### src/rtl/peripheral_subtractor.sv
// rtl/peripheral_subtractor.sv - two-stage elastic unsigned subtractor with borrow and delivery counter (optional PERIPHERAL_SUBTRACTOR_SATURATE_EN)
module peripheral_subtractor #(
  parameter int DATA_WIDTH  = 8,
  parameter int COUNT_WIDTH = 16
) (
  input  logic                   clk,
  input  logic                   rst,
  input  logic [DATA_WIDTH-1:0]  in1,
  input  logic [DATA_WIDTH-1:0]  in2,
  input  logic                   in_valid,
  output logic                   in_ready,
  output logic [DATA_WIDTH:0]    out,
  output logic                   borrow,
  output logic                   out_valid,
  input  logic                   out_ready,
  output logic [COUNT_WIDTH-1:0] count
);

  // Stage A: captured operand pair
  logic                  a_valid;
  logic [DATA_WIDTH-1:0] a_in1;
  logic [DATA_WIDTH-1:0] a_in2;

  logic                  in_fire;
  logic                  out_fire;
  logic                  a_move;
  logic [DATA_WIDTH:0]   diff;
  logic [DATA_WIDTH:0]   result;

  // Held low during reset so nothing is accepted before the pipeline is cleared.
  assign in_ready = !rst && (!a_valid || !out_valid || out_ready);
  assign in_fire  = in_valid && in_ready;
  assign out_fire = out_valid && out_ready;
  // A may advance whenever B is empty or is being emptied on this edge.
  assign a_move   = a_valid && (!out_valid || out_ready);

  // One extra bit so the top bit of the difference is the borrow.
  assign diff = {1'b0, a_in1} - {1'b0, a_in2};

`ifdef PERIPHERAL_SUBTRACTOR_SATURATE_EN
  assign result = diff[DATA_WIDTH] ? '0 : diff;
`else
  assign result = diff;
`endif

  // Stage A occupancy: set on accept, cleared when the pair moves on.
  always_ff @(posedge clk or posedge rst) begin
    if (rst) begin
      a_valid <= 1'b0;
    end else if (in_fire) begin
      a_valid <= 1'b1;
    end else if (a_move) begin
      a_valid <= 1'b0;
    end
  end

  // Stage A operands are sampled only on an input transfer.
  always_ff @(posedge clk or posedge rst) begin
    if (rst) begin
      a_in1 <= '0;
      a_in2 <= '0;
    end else if (in_fire) begin
      a_in1 <= in1;
      a_in2 <= in2;
    end
  end

  // Stage B: result register; holds steady while the consumer stalls.
  always_ff @(posedge clk or posedge rst) begin
    if (rst) begin
      out_valid <= 1'b0;
      out       <= '0;
      borrow    <= 1'b0;
    end else if (a_move) begin
      out_valid <= 1'b1;
      out       <= result;
      borrow    <= diff[DATA_WIDTH];
    end else if (out_fire) begin
      out_valid <= 1'b0;
    end
  end

  // Delivered-result counter, wraps naturally at its width.
  always_ff @(posedge clk or posedge rst) begin
    if (rst) begin
      count <= '0;
    end else if (out_fire) begin
      count <= count + COUNT_WIDTH'(1);
    end
  end

endmodule
### config.mk
export PLATFORM = sky130hd
export DESIGN_NAME = peripheral_subtractor
export DESIGN_NICKNAME = d
export VERILOG_FILES = /design/src/rtl/peripheral_subtractor.sv
export SDC_FILE = /design/constraint.sdc
export NUM_CORES = 1
export LEC_CHECK = 0
export CAP_MARGIN = 20
export CORE_MARGIN = 10
export CORE_UTILIZATION = 45
export DETAILED_ROUTE_END_ITERATION = 10
export GPL_TIMING_DRIVEN = 0
export PLACE_DENSITY = 0.72
export SETUP_SLACK_MARGIN = 0.5
export SLEW_MARGIN = 20
export SYNTH_ARGS = -nofsm -noshare
export SYNTH_HDL_FRONTEND = slang
export SYNTH_SLANG_ARGS = --single-unit
### constraint.sdc
create_clock -name clk -period 2.4 [get_ports clk]
set_input_delay 0.6 -clock clk [delete_from_list [all_inputs] [get_ports clk]]
set_output_delay 0.6 -clock clk [all_outputs]
set_load 0.005 [all_outputs]
* Word-level counts from Yosys, hierarchy flattened
Index checks and enable logic that the tools add are counted.
** Storage, ports and cells
- Bits in registers :: 44
- Bits in latches :: 0
- Memory bits (writable) :: 0
- ROM bits :: 0
- Input bits :: 20
- Output and inout port bits :: 28
- Word-level logic and storage cells :: 25
- Memories :: 0
** Cells by class
- Add/subtract/negate cells :: 2
- Multipliers :: 0
- Divide/modulo/power cells :: 0
- Magnitude comparators :: 0
- Equality and inequality tests :: 0
- Shifts and indexed selects :: 0
- Muxes and demuxes :: 4
- Bitwise gates (word level) :: 0
- Reductions and logical operators :: 12
** Operators by type and width (count)
- adder 16 x 1 -> 16 bit (second input constant) :: 1
- subtractor 8 x 8 -> 9 bit :: 1
- logical AND 1 bit :: 4
- 2-to-1 mux 1 bit :: 4
- nonzero test 2 bit :: 2
- logical NOT 1 bit :: 3
- logical OR 1 bit :: 3

* Logic depth before layout (Yosys ltp)
- Depth after elaboration :: 6
- Mapped depth :: 7
- Depth with buffers taken out :: 7

* Worst setup path before layout
OpenSTA, ideal clock, no wires.
- Kind :: reg2reg
- Start :: reg a_in1[2]
- End :: reg out[6]
- Arrival :: 1.635 ns
- Data required time :: 2.331 ns
- Setup slack :: 0.697 ns
- Cell stages (with the launch flop) :: 6
- Path buffers :: 0
- Period minus slack after synthesis :: 1.703 ns
- Cell sequence :: dfrtp_1 > ha_1 > nor2b_1 > o31a_1 > or4_1 > nand3_1
** Between the ends
- Longest elaborated chain between the ends :: 1
** Ends and longest elaborated chain
- start, declared :: line 21 : logic [DATA_WIDTH-1:0] a_in1;
- start signal, assigned :: line 63 : a_in1 <= in1;
- subtractor 8 x 8 -> 9 bit :: line 38 : assign diff = {1'b0, a_in1} - {1'b0, a_in2};
- end signal, assigned :: line 76 : out <= result;
- end, declared :: line 12 : output logic [DATA_WIDTH:0] out,
No other way between the ends.
A chain may end at the register's enable or synchronous reset.

* Final worst setup path
- Start :: reg out_valid
- End :: out in_ready
** Between the ends
- Longest elaborated chain between the ends :: 4
** Ends and longest elaborated chain
- start, declared :: line 14 : output logic out_valid,
- start signal, assigned :: line 71 : out_valid <= 1'b0;
- start signal, assigned :: line 75 : out_valid <= 1'b1;
- start signal, assigned :: line 79 : out_valid <= 1'b0;
- logical NOT 1 bit :: line 31 : assign in_ready = !rst && (!a_valid || !out_valid || out_ready);
- logical OR 1 bit (2 in series) :: line 31
- logical AND 1 bit :: line 31
- end, declared :: line 11 : output logic in_ready,
No other way between the ends.

==> impl_results.md <==
* Status: complete, no violations
* R2R depth at 6
* FF+latch area at 0.00108 mm²
* Main combinational cell family by area after synthesis: simple AND/OR/NAND/NOR gates
* Crit path time final at 1.85 ns
* Placed cells at 291
* WP data required at 1.80 ns
* Critical path launch point type: register
* GRT Residual Overflow at 0
* Vias/cell at 5.11
* Global placer's final weighted congestion at 0.831
* Max clock buf depth at 2
* Pwr dens at 823 mW/mm²
* Setup slack at placement at -0.232 ns
* Die X at 89.4 µm
* Die height at 89.4 µm
* Worst hold slack at 0.469 ns
* Post-DP HPWL at 3520 µm
* Critical R2R Launch: a_in2[1]$_DFFE_PP0P_
* CTS Hold Bufs at 0
* TritonCTS sink count at 43
* Drt total wl at 4540 µm
* Post-DRT Antenna Nets at 0
* Post-synthesis mux area share at 0.0883
* Max-cap violations at 0
* Complex-gate fraction of the synthesized area at 0.0930
* Core Rows at 25
* Root Driver: clkbuf_8
* Post-Synthesis Cells at 189
* Post-DP Area at 0.00273 mm²
* TNS Setup at 0 ns
* Reg-to-reg endpoint: out[5]$_DFFE_PP0P_
* Fin worst setup slack at 0.546 ns
* Xor/xnor cell area share of the yosys netlist at 0.0647
* Via Count at 1570
* Non-Filler Cell Area, Final at 0.00287 mm²
* RSZ-0062 raised after global routing: yes
* Endpoint class of the critical path: output port
* Setup-failing EPs final at 0
* Seq cells post-synth at 43
* FFs w/ async S/R, synth at 1.00
* Post-Syn Area per Cell at 11.5 µm²
* Clk pin slew, worst setup/hold paths at 0.08 ns
* Post-Synth Simple-Gate Area at 0.158
* Non-Filler Instances at 307
* Port Buffers at 47
* Avg WL per Cell at 14.8 µm
* TritonCTS clock tree: done
* FMAX at 539 MHz
* Initial antenna violation count at 0
* CP startpoint: out_valid$_DFFE_PP0P_
* H-tree depth at 2
* CP Max Fanout at 6
* Final worst-path cycle share at 0.773
* # fillers at 404
* # IOs at 48
* First-pass GRT wire length at 7460 µm
* Ratio of cells with drive above 1 in the final layout at 0.221
* Yosys cell types at 44
* DRC viols at 0
* Aggregate global-route resource usage at 0.118
* Worst endpoint data arrival time at 1.25 ns
* Pin count of the biggest net entering global routing at 27
* Number of flops mapped to enable cells by yosys at 0
* Area grow syn2layout at 32.5%
* Worst Path Class, Setup: reg -> out
* Critical Path End: in_ready
* Seq/Total Area, Yosys at 0.497
* CTS buffer count at 5
* Max VDD drop at 0.505 mV
* Worst-skew pair later-pin latency at 0.29 ns
* Ys Warns at 0
* Hold Vio Cnt, Final at 0
* Top_reg_cell synth: dfrtp_1
* Starting Density at 0.462
* Post-synthesis adder-cell area fraction at 0.0612
* Pre-Repair DR Iteration Count at 4
* Flop-to-flop setup slack at 0.58 ns
* Worst min path class: reg -> reg
* Syn_nets at 219
* Total power draw at 2.36 mW
* Slew of the pin with the lowest slew margin at 0.414 ns
* Vias in the first global route at 1581
* Clk_skew at 0.00623 ns
* Multi-input gate area at 0.00101 mm²
* Post-layout util at 0.612
* Mapped cell area at 0.00217 mm²
* DRT iter0 DRCs at 105
* Hold Path Cell Cnt at 1
* Die area at 0.00799 mm²
* Final net count at 282
* N_diodes at 0
* Core footprint at 0.00469 mm²
* Leak at 1.30 nW
* Final Max Tran Viols at 0
* Relative slew slack at 0.723
metal layers:
layer / routed length (µm) / part of all wire / global-route usage
met4: 51 / 0.011 / 0.0347
met3: 283 / 0.062 / 0.0374
met5: 0 / 0 / 0
met1: 2040 / 0.45 / 0.154
met2: 2160 / 0.48 / 0.183
layout make-up:
class	instances	area share
buffer	3	0.00828
sequential	43	0.377
clock buffer	7	0.0266
inverter	16	0.0209
tap	54	0.0235
multi-input combinational	127	0.353
timing repair buffer	56	0.190
clock inverter	1	0.00174
synthesized netlist by cell type, types with 2 or more instances:
cell       number  share of area
or2_2           2         0.0058
or4_1           3          0.010
dfrtp_1        43           0.50
nand3_1        10          0.023
nor3_1          3         0.0069
o2111ai_1       2         0.0081
o21a_1          3          0.010
nor2_1          8          0.014
o21ai_0         9          0.021
o311a_1         2         0.0092
mux2_2         17          0.088
xnor2_1        10          0.040
nand4_1         4          0.012
o31a_1          2         0.0081
nand2b_1        2         0.0058
ha_1            9          0.052
nor2b_1         2         0.0058
inv_1          16          0.028
xor2_1          6          0.024
nand2_1        12          0.021
report_power, final:
group	switching, mW	total, mW	internal, mW
clock	0.233	0.437	0.204
combinational	0.359	0.900	0.541
sequential	0.132	1.03	0.894
state kept, by name (all words and copies together) (netlist names):
| register | count |
|---|---|
| a_in1 | 8 |
| a_in2 | 8 |
| a_valid | 1 |
| count | 16 |
| out | 9 |
| out_valid | 1 |
how the worst min path moves through the flow:
stage                     startpoint                     to
2_1_floorplan  count[15]$_DFFE_PP0P_  count[15]$_DFFE_PP0P_
3_3_place_gp   count[15]$_DFFE_PP0P_  count[15]$_DFFE_PP0P_
3_5_place_dp   count[15]$_DFFE_PP0P_  count[15]$_DFFE_PP0P_
4_1_cts        count[15]$_DFFE_PP0P_  count[15]$_DFFE_PP0P_
5_1_grt        count[13]$_DFFE_PP0P_  count[13]$_DFFE_PP0P_
6_report       count[15]$_DFFE_PP0P_  count[15]$_DFFE_PP0P_
critical path: stages (launching register included):
cell	delay (ns)
dfrtp_2	0.44
nor2b_4	0.15
a21oi_4	0.15
clkdlybuf4s15_1	0.22
timing repair:
item / 4_1_cts / 5_1_grt
resized for setup: 7 / 7
hold endpoints to repair: 0 / 0
pin swaps: 0 / 3
buffers inserted: 2 / 6
endpoints found under the setup margin: 15 / 9
kinds of logic (layout without fill, tap and decap cells):
family                     count (synthesis)  after routing
and+or+nand+nor                           57             57
DFF                                       43             43
AOI/OAI and AO/OA                         27             27
buffers and inverters                     19             83
muxes                                     17             17
xor gates and xnor gates                  16             16
adders and majority gates                 10             10
cell usage in the layout (no fill, tap or decap), types with 2 or more instances in the layout:
| cell type | count |
|---|---|
| buf_2 | 2 |
| buf_4 | 9 |
| clkbuf_1 | 2 |
| clkbuf_8 | 5 |
| clkdlybuf4s50_1 | 44 |
| dfrtp_1 | 38 |
| dfrtp_2 | 5 |
| ha_1 | 8 |
| inv_1 | 15 |
| mux2_2 | 17 |
| nand2_1 | 12 |
| nand2b_1 | 2 |
| nand3_1 | 10 |
| nand4_1 | 4 |
| nor2_1 | 8 |
| nor2b_1 | 2 |
| nor3_1 | 3 |
| o2111ai_1 | 2 |
| o21a_1 | 3 |
| o21ai_0 | 9 |
| o311a_1 | 2 |
| o31a_1 | 2 |
| or2_2 | 2 |
| or4_1 | 3 |
| xnor2_1 | 10 |
| xor2_1 | 6 |
No activity file was read; power rests on OpenSTA's default activity.
